File: config.mk
export PLATFORM = sky130hd
export DESIGN_NAME = e203_exu_wbck_buf
export DESIGN_NICKNAME = d
export VERILOG_FILES = /design/src/rtl/e203_exu_wbck_buf.sv
export SDC_FILE = /design/constraint.sdc
export NUM_CORES = 1
export LEC_CHECK = 0
export CAP_MARGIN = 20
export CORE_MARGIN = 5
export CORE_UTILIZATION = 45
export CTS_CLUSTER_SIZE = 40
export DETAILED_ROUTE_END_ITERATION = 10
export GPL_ROUTABILITY_DRIVEN = 0
export PLACE_DENSITY = 0.95
export SKIP_CTS_REPAIR_TIMING = 1
export SLEW_MARGIN = 25
export SYNTH_ARGS = -nofsm -noshare
export SYNTH_HDL_FRONTEND = slang
export SYNTH_SLANG_ARGS = --single-unit
File: constraint.sdc
create_clock -name clk -period 5.3 [get_ports clk]
set_clock_uncertainty 0.15 [all_clocks]
set_input_delay 1.325 -clock clk [delete_from_list [all_inputs] [get_ports clk]]
set_output_delay 1.325 -clock clk [all_outputs]
set_load 0.05 [all_outputs]
File: src/rtl/e203_exu_wbck_buf.sv
// Write-back arbiter: an in-order long-pipe FIFO has priority over the ALU onto the single regfile write port.
// Optional last-write forwarding registers are built when E203_WBCK_FWD_EN is defined.
module e203_exu_wbck_buf #(
  parameter int unsigned XLEN        = 32,
  parameter int unsigned RFIDX_W     = 5,
  parameter int unsigned LONGP_DEPTH = 2
) (
  input  logic                           clk,
  input  logic                           rst_n,

  input  logic                           alu_wbck_i_valid,
  output logic                           alu_wbck_i_ready,
  input  logic [XLEN-1:0]                alu_wbck_i_wdat,
  input  logic [RFIDX_W-1:0]             alu_wbck_i_rdidx,

  input  logic                           longp_wbck_i_valid,
  output logic                           longp_wbck_i_ready,
  input  logic                           longp_wbck_i_rdwen,
  input  logic [XLEN-1:0]                longp_wbck_i_wdat,
  input  logic [RFIDX_W-1:0]             longp_wbck_i_rdidx,

  output logic                           rf_wbck_o_ena,
  output logic [RFIDX_W-1:0]             rf_wbck_o_rdidx,
  output logic [XLEN-1:0]                rf_wbck_o_wdat,

  output logic [$clog2(LONGP_DEPTH):0]   longp_cnt,

  output logic                           fwd_vld,
  output logic [RFIDX_W-1:0]             fwd_idx,
  output logic [XLEN-1:0]                fwd_dat
);

  localparam int unsigned PTR_W = $clog2(LONGP_DEPTH);
  localparam int unsigned CNT_W = PTR_W + 1;

  typedef struct packed {
    logic [RFIDX_W-1:0] rdidx;
    logic [XLEN-1:0]    wdat;
  } entry_t;

  entry_t             fifo_mem [LONGP_DEPTH];
  logic [PTR_W-1:0]   wptr;
  logic [PTR_W-1:0]   rptr;
  logic [CNT_W-1:0]   cnt;
  logic               push;
  logic               pop;
  entry_t             head;

  // Handshakes, arbitration and regfile port mux; any queued entry always wins.
  always_comb begin
    longp_wbck_i_ready = (cnt != CNT_W'(LONGP_DEPTH));
    alu_wbck_i_ready   = (cnt == '0);
    pop                = (cnt != '0);
    push               = longp_wbck_i_valid & longp_wbck_i_ready & longp_wbck_i_rdwen;
    head               = fifo_mem[rptr];
    rf_wbck_o_ena      = 1'b0;
    rf_wbck_o_rdidx    = alu_wbck_i_rdidx;
    rf_wbck_o_wdat     = alu_wbck_i_wdat;
    if (pop) begin
      rf_wbck_o_rdidx = head.rdidx;
      rf_wbck_o_wdat  = head.wdat;
      rf_wbck_o_ena   = (head.rdidx != '0);
    end else begin
      rf_wbck_o_ena   = alu_wbck_i_valid & (alu_wbck_i_rdidx != '0);
    end
    // Keep the write port quiet while reset is held, whatever the ALU presents.
    rf_wbck_o_ena = rf_wbck_o_ena & rst_n;
  end

  assign longp_cnt = cnt;

  // Pointers wrap naturally because the depth is a power of two.
  always_ff @(posedge clk or negedge rst_n) begin
    if (!rst_n) begin
      wptr <= '0;
      rptr <= '0;
      cnt  <= '0;
    end else begin
      if (push) wptr <= wptr + PTR_W'(1);
      if (pop)  rptr <= rptr + PTR_W'(1);
      cnt <= cnt + CNT_W'(push) - CNT_W'(pop);
    end
  end

  // Storage is only read behind a valid count, so it is left unreset.
  always_ff @(posedge clk) begin
    if (push) begin
      fifo_mem[wptr] <= '{rdidx: longp_wbck_i_rdidx, wdat: longp_wbck_i_wdat};
    end
  end

`ifdef E203_WBCK_FWD_EN
  // One-cycle copy of the last enabled write for decode-stage bypass.
  always_ff @(posedge clk or negedge rst_n) begin
    if (!rst_n) begin
      fwd_vld <= 1'b0;
      fwd_idx <= '0;
      fwd_dat <= '0;
    end else begin
      fwd_vld <= rf_wbck_o_ena;
      fwd_idx <= rf_wbck_o_ena ? rf_wbck_o_rdidx : '0;
      fwd_dat <= rf_wbck_o_ena ? rf_wbck_o_wdat  : '0;
    end
  end
`else
  assign fwd_vld = 1'b0;
  assign fwd_idx = '0;
  assign fwd_dat = '0;
`endif

endmodule
# [Word-level counts from Yosys, hierarchy flattened]
# Memories as Yosys holds them, arrays and structs flattened.
# Index checks and enable logic that the tools add are counted.
[word_totals] ff_bits=4 ramBits=74 in_bits=79 output_inout_bits=80 elab_cells=22 n_memories=1
[op_classes] add_sub_neg=4 n_eq_ne=1 mux=5 bitwise_logic=4 reduce_logical=4
[mem_list] memory="fifo_mem" words=2 width=37 rd=1 rd_clocked_by_memory_dff=0 write_ports=1 line_no="41" text="entry_t fifo_mem [LONGP_DEPTH];"
[ops] op="32-bit 2-to-1 mux" n=1
[ops] op="5-bit nonzero test" n=2
[ops] op="5-bit 2-to-1 mux" n=1
[ops] op="1-bit AND" n=4
[ops] op="1-bit 2-to-1 mux" n=3
[ops] op="1-bit adder, second input constant" n=2
[ops] op="2-bit by 1-bit adder with 2-bit output" n=1
[ops] op="2-bit zero test" n=1
[ops] op="2-bit != test, second input constant" n=1
[ops] op="2-bit nonzero test" n=1
[ops] op="2-bit by 1-bit subtractor with 2-bit output" n=1

# [Depth between registers and ports, before layout]
[depth] depth_word=5 ltp_mapped=6 depth_no_buf=4

# [Worst setup path after synthesis]
# OpenSTA, ideal clock, no wires.
[synth_path] path_kind="in2out" start="input rst_n" end="output rf_wbck_o_ena" arrival_ns=2.539 t_required_ns=3.825 path_slack_ns=1.286 path_stages=2 n_path_buf=0 cell_sequence="nand2_1 > o31ai_1"
[synth_via] elab_chain_len=1
[synth_lines] item="start: declaration" line_no="9" text="input logic rst_n,"
[synth_lines] item="1-bit AND" line_no="67" text="rf_wbck_o_ena = rf_wbck_o_ena & rst_n;"
[synth_lines] item="end: declaration" line_no="22" text="output logic rf_wbck_o_ena,"
# No other way between the ends.

# [Final worst setup path]
[layout_path] start="input alu_wbck_i_rdidx[2]" end="output rf_wbck_o_ena"
[layout_via] elab_chain_len=4
[layout_lines] item="start: declaration" line_no="14" text="input logic [RFIDX_W-1:0] alu_wbck_i_rdidx,"
[layout_lines] item="5-bit nonzero test" line_no="64" text="rf_wbck_o_ena = alu_wbck_i_valid & (alu_wbck_i_rdidx != '0);"
[layout_lines] item="1-bit AND" line_no="64"
[layout_lines] item="1-bit 2-to-1 mux" line_no="59" text="if (pop) begin"
[layout_lines] item="1-bit AND" line_no="67"
# No other way between the ends.

==> reports/qor.yml <==
setup_path:
  r2r-start: "longp_cnt[0]$_DFF_PN0_"
  critPathKind: "in -> out"
  cp.arrival_ps: 3320
  cp_data_required_time_ps: 3830
  path_max_fanout: 2
  startpoint_type: "input port"
  reg2reg_depth: 3
  endpoint_kind: "output pin"
  r2r_end: "fifo_mem[1][6]$_DFFE_PP_"
  r2r_slack_ps: 3180
pwr:
  power_mw: 1.82
  peakVddDrop_v: 0.000201
  pwr_density_cell_mw_per_mm2: 374
  p_leak_nw: 1.87
clocking:
  cts_sinks: 78
  cts-htree-levels: 3
  root_buffer: "clkbuf_8"
  cts_tree: "done"
  path_clk_slew_ps: 70
  cts_max_path_buffers: 2
  cts_buffers: 9
  clk_latency_ps: 330
yosys:
  synth_warnings: 0
  ys_ff_latch: 78
  synth_cells: 260
  synth_seq_area_share_pct: 66.1
  synth_area_per_cell_um2: 13.5
  synth.distinct_cells: 21
  syn_area_mm2: 0.00351
outcome:
  outcome: "complete, no violations"
sta:
  worstMarginPinSlew_ps: 908
  hold_viol_final: 0
  slew_headroom_pct: 39.4
  period_needed_ps: 4800
  drv_slew: 0
  rsz0062_at_grt: "no"
  finalSetupViolCount: 0
  tns_ps: 0
  max_freq_mhz: 208
  post-route-period-util_pct: 90.5
drt:
  first_iter_violations: 87
  drt-pass1-iter-count: 4
  via_per_inst: 4.72
  vias: 2300
  drt.antenna.violating_nets: 0
  routedWlPerCell_um: 15.0
  drc: 0
  wl_um: 7330
floorplanning:
  die_h_um: 98.4
  num_io_pins: 159
  std_cell_rows: 32
  coreArea_mm2: 0.00765
  start_util_pct: 46.0
  die_w_um: 98.4
  die_area_mm2: 0.00968
final_layout:
  final_common_cell: "clkdlybuf4s50_1"
  drive_gt1_share_pct: 5.71
  layout_common_cells: "clkdlybuf4s50_1, edfxtp_1, nand2_1, conb_1"
  synthToLayoutAreaGrowth_pct: 38.3
  design_area_mm2: 0.00486
  diodes: 0
  nFillCells: 589
  nets: 459
placed_design:
  dpl_cell_area_mm2: 0.00463
  io_buffers: 120
  dp_hpwl_um: 5360
grt:
  grt_pass1_wl_um: 11400
  grt_max_degree: 41
  grt_antenna_before_repair: 0
  grt_usage_pct: 14.9
  first_global_vias: 2407
  grt_overflow_total: 0
hold_path:
  hold-path-cell-count: 1
  worstHoldStart: "wptr$_DFFE_PN0P_"
  min_to: "wptr$_DFFE_PN0P_"
  min_path_type: "reg -> reg"
flow_run:
  drv_cap: 0
cell usage after synthesis (all sizes together):
library cell	number	area, µm²
nor3	2	10.0
mux2i	37	370
xor2	1	8.76
conb	1	3.75
edfxtp	74	2220
nand2b	1	6.26
o31ai	1	7.51
xnor2	1	8.76
nand2	40	150
or4b	1	10.0
buf	51	373
nor2b	2	12.5
and2	2	12.5
dfrtp	4	100
or2	1	6.26
o21ai	37	185
inv	1	3.75
o2111ai	1	8.76
or4	2	15.0
cell families (layout without fill, tap and decap cells):
logic type | after synthesis | count (layout) | share of synthesized area, %
XOR/XNOR | 2 | 2 | 0.498
other | 1 | 38 | 0.107
multiplexers | 37 | 37 | 10.5
AO/OA/AOI/OAI | 39 | 39 | 5.73
buffers and inverters | 52 | 140 | 10.7
AND/OR/NAND/NOR | 51 | 51 | 6.34
flip-flops | 78 | 78 | 66.1
flip-flops by register name, indices dropped and copies added, names as in the netlist:
signal     cells
longp_cnt      2
rptr           1
wptr           1
fifo_mem      74
worst max-delay path, stage by stage:
cell             delay, ps
clkdlybuf4s50_1        420
or4_1                  540
o2111ai_1              210
o31ai_1                100
clkdlybuf4s50_1        710
final cells by class:
type                       count  area, µm²  area share [%]
timing repair buffer         123       1240            25.6
inverter                       1       3.75          0.0772
tap                          102        128            2.63
sequential                    78       2320            47.8
clock buffer                   9        124            2.55
clock inverter                 7       73.8            1.52
multi-input combinational    167        963            19.8
how the worst max path moves through the flow:
stage / startpoint / end / slack [ps]
global placement: alu_wbck_i_rdidx[2] / rf_wbck_o_ena / 580
CTS: alu_wbck_i_rdidx[2] / rf_wbck_o_ena / 490
detailed placement: alu_wbck_i_rdidx[2] / rf_wbck_o_ena / 500
finish: alu_wbck_i_rdidx[2] / rf_wbck_o_ena / 500
global route: alu_wbck_i_rdidx[2] / rf_wbck_o_ena / 450
floorplan: rst_n / rf_wbck_o_ena / 1290
metrics by stage:
stage / setup WS [ps] / hold slack, ps / cells / utilization, %
after floorplan: 1290 / 305 / 297 / -
after global placement: 583 / 361 / 470 / 60.6
after detailed placement: 498 / 377 / 470 / 60.6
after CTS: 487 / 422 / 486 / 63.2
after global routing: 453 / 427 / 487 / 63.5
final: 503 / 409 / 487 / 63.5
routing by layer:
metal	up-vias	wire (µm)	global-route usage, %
met3	16	767	5.71
li1	1098	-	-
met4	0	145	5.67
met1	1072	2580	14.8
met2	114	3840	27.8
met5	-	0	0
power by group:
| part | leakage (nW) | switching (mW) | total [mW] | internal (mW) |
|---|---|---|---|---|
| Sequential | 0.729 | 0.0646 | 0.818 | 0.753 |
| Combinational | 1.04 | 0.344 | 0.573 | 0.228 |
| Clock | 0.101 | 0.206 | 0.425 | 0.219 |
(Power assumes the default switching activity.)
